## config.mk

```make
export PLATFORM = sky130hd
export DESIGN_NAME = demux_frame_sequencer
export DESIGN_NICKNAME = d
export VERILOG_FILES = /design/src/rtl/demux_pkg.sv /design/src/rtl/dwell_counter.sv /design/src/rtl/demux_frame_sequencer.sv
export SDC_FILE = /design/constraint.sdc
export NUM_CORES = 1
export LEC_CHECK = 0
export BUFFER_PORTS_ARGS = -buffer_cell sky130_fd_sc_hd__buf_2
export CORE_MARGIN = 8
export CORE_UTILIZATION = 55
export CTS_BUF_LIST = sky130_fd_sc_hd__clkbuf_4
export CTS_CLUSTER_SIZE = 40
export DETAILED_ROUTE_END_ITERATION = 6
export PLACE_DENSITY_LB_ADDON = 0.08
export SYNTH_ARGS = -nofsm -noshare
export SYNTH_HDL_FRONTEND = slang
export SYNTH_HIERARCHICAL = 1
export SYNTH_SLANG_ARGS = --single-unit
export TNS_END_PERCENT = 5
```

## constraint.sdc

```tcl
create_clock -name clk -period 6.63 [get_ports clk]
set_input_delay 0 -clock clk [delete_from_list [all_inputs] [get_ports clk]]
set_output_delay 0 -clock clk [all_outputs]
set_load 0.02 [all_outputs]
```

## src/rtl/demux_pkg.sv

```systemverilog
// Shared definitions for the demux frame sequencer and related scan blocks.
// Latency: n/a (types and constants only).
// Backpressure: n/a.
package demux_pkg;

  // Number of demux output channels and the width of the select bus.
  localparam int NUM_CH = 4;
  localparam int SEL_W  = 2;

  // Sequencer state encoding.
  typedef enum logic [1:0] {
    IDLE  = 2'd0,
    SETUP = 2'd1,
    DRIVE = 2'd2
  } state_t;

  // True when ch addresses the final demux channel.
  function automatic logic is_last_ch(input logic [SEL_W-1:0] ch);
    return ch == SEL_W'(NUM_CH - 1);
  endfunction

endpackage

```

## src/rtl/dwell_counter.sv

```systemverilog
// Loadable down-counter with a zero flag, used to time per-channel dwell windows.
// Latency: load/decrement take effect on the next rising edge; zero is combinational from count.
// Backpressure: none; enable simply stalls the count, and the count saturates at zero.
//
// Ports:
//   clk, rst_n   clock and asynchronous active-low reset
//   load         load load_value on the next edge (wins over enable)
//   load_value   value to load
//   enable       decrement by one on the next edge when count is non-zero
//   count        current count
//   zero         count == 0
module dwell_counter #(
  parameter int W = 8
) (
  input  logic         clk,
  input  logic         rst_n,
  input  logic         load,
  input  logic [W-1:0] load_value,
  input  logic         enable,
  output logic [W-1:0] count,
  output logic         zero
);

  always_ff @(posedge clk or negedge rst_n) begin
    if (!rst_n) begin
      count <= '0;
    end else if (load) begin
      count <= load_value;
    end else if (enable && (count != '0)) begin
      // Saturating at zero keeps a stray enable from wrapping to all-ones.
      count <= count - W'(1);
    end
  end

  assign zero = (count == '0);

endmodule

```

## src/rtl/demux_frame_sequencer.sv

```systemverilog
// Steps a 1-to-4 demux through channels 0..3, driving A with one frame bit per channel
// for DWELL cycles after a one-cycle select-setup slot; a frame is 4*(1+DWELL) cycles.
// Backpressure: in_ready is high only in IDLE; a new word may be taken on the frame_done cycle.
//
// Ports:
//   clk, rst_n    clock and asynchronous active-low reset
//   in_valid      frame word offered
//   in_data[3:0]  frame word; bit k is driven onto A while channel k is selected
//   in_ready      sequencer idle and able to accept a word (combinational)
//   abort         synchronous frame termination, ignored while idle
//   A             demux data input (registered)
//   S1, S0        demux select MSB/LSB (registered)
//   busy          frame in progress (registered)
//   frame_done    one-cycle pulse after a frame that completed without abort (registered)
//
// All registered outputs are loaded with the values that belong to the state being
// entered, so each cycle's outputs describe that cycle's state. The select lines only
// change on entry to SETUP, and A is forced low on that same edge; this yields the
// break-before-make gap with no combinational path to the pins.
module demux_frame_sequencer
  import demux_pkg::*;
#(
  parameter int DWELL = 4,  // drive cycles per channel, 1..255
  parameter int CNT_W = 8   // dwell counter width, 2**CNT_W > DWELL
) (
  input  logic       clk,
  input  logic       rst_n,
  input  logic       in_valid,
  input  logic [3:0] in_data,
  output logic       in_ready,
  input  logic       abort,
  output logic       A,
  output logic       S0,
  output logic       S1,
  output logic       busy,
  output logic       frame_done
);

  state_t                state, state_nxt;
  logic [NUM_CH-1:0]     word, word_nxt;
  logic [SEL_W-1:0]      ch, ch_nxt;
  logic [SEL_W-1:0]      sel_nxt;
  logic                  a_nxt;
  logic                  busy_nxt;
  logic                  done_nxt;

  logic                  cnt_load;
  logic                  cnt_en;
  logic [CNT_W-1:0]      cnt;
  logic                  cnt_zero;

  logic                  accept;

  assign in_ready = (state == IDLE);
  assign accept   = in_valid && in_ready;

  // Dwell timer: loaded with DWELL-1 on entry to DRIVE, so DRIVE lasts DWELL cycles
  // ending on the cycle where the count reads zero.
  dwell_counter #(
    .W (CNT_W)
  ) u_dwell (
    .clk        (clk),
    .rst_n      (rst_n),
    .load       (cnt_load),
    .load_value (CNT_W'(DWELL - 1)),
    .enable     (cnt_en),
    .count      (cnt),
    .zero       (cnt_zero)
  );

  always_comb begin
    state_nxt = state;
    word_nxt  = word;
    ch_nxt    = ch;
    sel_nxt   = {S1, S0};
    a_nxt     = 1'b0;
    busy_nxt  = busy;
    done_nxt  = 1'b0;
    cnt_load  = 1'b0;
    cnt_en    = 1'b0;

    if (abort && (state != IDLE)) begin
      // Abort beats every other transition; selects hold so A low is the only change.
      state_nxt = IDLE;
      busy_nxt  = 1'b0;
    end else begin
      case (state)
        IDLE: begin
          busy_nxt = 1'b0;
          if (accept) begin
            word_nxt  = in_data;
            ch_nxt    = '0;
            sel_nxt   = '0;
            busy_nxt  = 1'b1;
            state_nxt = SETUP;
          end
        end

        SETUP: begin
          // Select lines settled during this cycle; A may now follow the frame bit.
          state_nxt = DRIVE;
          cnt_load  = 1'b1;
          a_nxt     = word[ch];
        end

        DRIVE: begin
          if (!cnt_zero) begin
            cnt_en = 1'b1;
            a_nxt  = word[ch];
          end else if (!is_last_ch(ch)) begin
            // Move to the next channel: new select with A already low.
            ch_nxt    = ch + SEL_W'(1);
            sel_nxt   = ch + SEL_W'(1);
            state_nxt = SETUP;
          end else begin
            // Channel 3 exit takes precedence, so ch never wraps.
            state_nxt = IDLE;
            busy_nxt  = 1'b0;
            done_nxt  = 1'b1;
          end
        end

        default: begin
          state_nxt = IDLE;
          busy_nxt  = 1'b0;
        end
      endcase
    end
  end

  always_ff @(posedge clk or negedge rst_n) begin
    if (!rst_n) begin
      state      <= IDLE;
      word       <= '0;
      ch         <= '0;
      A          <= 1'b0;
      S1         <= 1'b0;
      S0         <= 1'b0;
      busy       <= 1'b0;
      frame_done <= 1'b0;
    end else begin
      state      <= state_nxt;
      word       <= word_nxt;
      ch         <= ch_nxt;
      A          <= a_nxt;
      S1         <= sel_nxt[1];
      S0         <= sel_nxt[0];
      busy       <= busy_nxt;
      frame_done <= done_nxt;
    end
  end

endmodule

```

==> results.json <==
{
  "dr.pass1.iters": 4,
  "antenna_found_initial": 0,
  "dp_cells": 166,
  "grt_pass1_vias": 1015,
  "io_buffers": 13,
  "netlist_top_cells_count": "19 x dfrtp_1, 9 x ha_1, 8 x nor2_1",
  "wl_mm": 2.509,
  "grt_usage": 0.1370,
  "max_stage_delay_ns": 0.48,
  "async_flop_share": 1.000,
  "crit_family": "simple AND/OR/NAND/NOR gates",
  "finalCritPeriodShare": 0.4046,
  "start_util": 0.5638,
  "drc": 0,
  "fillers": 187,
  "grt_pass1_wl_mm": 4.491,
  "clk-insertion-delay-late_ns": 0.29,
  "start_kind": "register",
  "slew_violations": 0,
  "critPathBufInv": 1,
  "switching_share": 0.4343,
  "syn-cell-area_um2": 1211,
  "vias_per_cell": 5.591,
  "fin_nets": 166,
  "wl_per_cell_um": 14.26,
  "clockPowerShare": 0.109,
  "yosys_warnings": 6,
  "die_area_um2": 3960,
  "syn_avg_cell_area_um2": 9.928,
  "status": "complete, no violations",
  "seqPwrFrac": 0.383,
  "leakage_nw": 0.6439,
  "dr_total_vias": 984,
  "ys.flop_type": "dfrtp_1",
  "crit_path_end_kind": "register",
  "rsz0062_at_grt": "false",
  "cp_slowest_cell": "or3b_2",
  "first_iter_violations": 22,
  "synth-edff-count": 0,
  "drive_above_1_share": 0.1824,
  "slew_headroom": 0.4947,
  "fmax_mhz": 372.8,
  "area_delta_synth_final_pct": 16.22,
  "finalClockSkew_ns": 0.001589,
  "finalCriticalPeriod_ns": 2.683,
  "synth.most_common_cell": "dfrtp_1",
  "ys_seq_area_frac": 0.3926,
  "p_per_area_nw_per_um2": 388.3,
  "p_sw_mw": 0.2374,
  "cts.sinks": 19,
  "std_cell_rows": 17,
  "fin_cells": 176,
  "grt_max_degree": 20,
  "cts_root_buf": "clkbuf_4",
  "die_y_um": 62.93,
  "max_cap_viol_count": 0,
  "clk_pin_slew_ns": 0.11,
  "yosysTopAreaCell": "dfrtp_1",
  "peakVddDrop_mv": 0.2289,
  "ys_types": 47,
  "io_pins": 14,
  "worstPathCellList": "inv_1 > ha_1 > or3b_2 > nor2_1 > and2b_1 > and2_1 > or3b_1 > nor3_1 > a221o_1",
  "tightestPinTransition_ns": 0.7510,
  "cts_tree": "built",
  "coreArea_um2": 2148,
  "finalHoldViolations": 0,
  "synth-seq-cells": 19,
  "cts_buffers": 3,
  "die_w_um": 62.93,
  "critical_path_class": "register to register",
  "gp_congestion": 0.8804,
  "crit_arrival_ns": 2.87,
  "overflow": 0,
  "comb_power_share": 0.508,
  "clock_path_buffers": 2,
  "hp-class": "primary input to register",
  "setup_viol": 0,
  "synth_cells": 122,
  "tns_ns": 0,
  "hpwl_mm": 1.876,
  "diodes": 0,
  "yosys.area.top_type_share": 0.3926,
  "ant_nets": 0,
  "crit_fanout": 6,
  "internal_power_mw": 0.3092,
  "synth_top_cells_by_area": "dfrtp_1 39%, ha_1 9.3%, mux2_2 3.7%, a21oi_1 2.5%, nor2_1 2.5%",
  "cts_max_level": 1,
  "cp_data_required_time_ns": 6.82
}
[worst register-to-register path, delay by kind of cell (launching register included)]
family,cells,cell delay [ns]
AO/OA/AOI/OAI,1,0.29
adder cells (fa/ha/maj),1,0.20
buffers and inverters,1,0.11
flip-flops,1,0.43
AND/OR/NAND/NOR,6,1.55
[flip-flops by register name, summed over array words and instances (netlist names)]
name           count
A                  1
busy               1
ch                 2
frame_done         1
state              2
u_dwell/count      8
word               4
[area by class of cell]
cell class | instances | area, µm² | share of cell area
Multi-Input combinational cell | 99 | 718.2 | 0.5102
Tap cell | 28 | 35.03 | 0.02489
Clock buffer | 3 | 22.52 | 0.01600
Sequential cell | 19 | 475.5 | 0.3378
Clock inverter | 1 | 5.005 | 0.003556
Inverter | 7 | 26.28 | 0.01867
Timing Repair Buffer | 19 | 125.1 | 0.08889
[layout by cell type, fill, tap and decap left out, types with 4 or more instances in the layout]
| cell | n |
|---|---|
| a21oi_1 | 6 |
| buf_2 | 13 |
| conb_1 | 8 |
| dfrtp_1 | 19 |
| dlygate4sd3_1 | 6 |
| ha_1 | 9 |
| inv_1 | 6 |
| mux2_2 | 4 |
| nand2_1 | 7 |
| nand2b_1 | 4 |
| nor2_1 | 8 |
| o21ai_0 | 4 |
[power by group through the flow]
stage | Combinational, mW | Clock (mW) | Sequential [mW]
6_report | 0.278 | 0.0595 | 0.209
4_1_cts | 0.279 | 0.0605 | 0.209
3_5_place_dp | 0.275 | 0 | 0.211
5_1_grt | 0.314 | 0.0647 | 0.219
3_3_place_gp | 0.266 | 0 | 0.207
2_1_floorplan | 0.217 | 0 | 0.205
[routing by layer]
layer  vias up  global-route usage  routed length [µm]
met4         0             0.06553                  44
met1       463              0.1617                1119
met2        19              0.2292                1267
li1        498                   -                   -
met5         -                   0                   0
met3         4             0.02867                  77
[cells by family after synthesis]
| kind of cell | share of synthesized area |
|---|---|
| AO/OA/AOI/OAI | 0.2149 |
| adder cells (fa/ha/maj) | 0.09298 |
| buffers and inverters | 0.03305 |
| flip-flops | 0.3926 |
| multiplexers | 0.05578 |
| other | 0.006201 |
| AND/OR/NAND/NOR | 0.2045 |
[per-stage QoR]
stage | instance area [µm²] | power [mW] | hold WS (ns) | worst slack (ns) | utilization
after global placement | 1320 | 0.4732 | -0.03904 | 4.055 | 0.6144
after floorplan | 1234 | 0.4219 | -0.2956 | 4.203 | -
after global routing | 1408 | 0.5972 | 0.08292 | 3.781 | 0.6552
after detailed placement | 1320 | 0.4860 | -0.03462 | 3.967 | 0.6144
after CTS | 1408 | 0.5484 | 0.05654 | 3.946 | 0.6552
final | 1408 | 0.5466 | 0.06353 | 3.947 | 0.6552
[final timing paths]
kind / end / slack (ns) / from / cells after the start
max in group asynchronous: word[0] / 6.17 / rst_n / 2
worst min-delay path: busy / 0.06 / abort / 4
min in group asynchronous: u_dwell/count[4] / 0.16 / rst_n / 2
worst min register to register: word[3] / 0.53 / word[3] / 1
worst max-delay path: u_dwell/count[7] / 3.95 / u_dwell/count[0] / 9
worst max register to register: u_dwell/count[7] / 3.95 / u_dwell/count[0] / 9
[timing repair]
action                    4_1_cts  5_1_grt
gates resized for setup         0        0
hold endpoints to repair       24        0
buffers inserted                0        0
hold buffers                    6        0
Power figures use the tool's default switching activity.
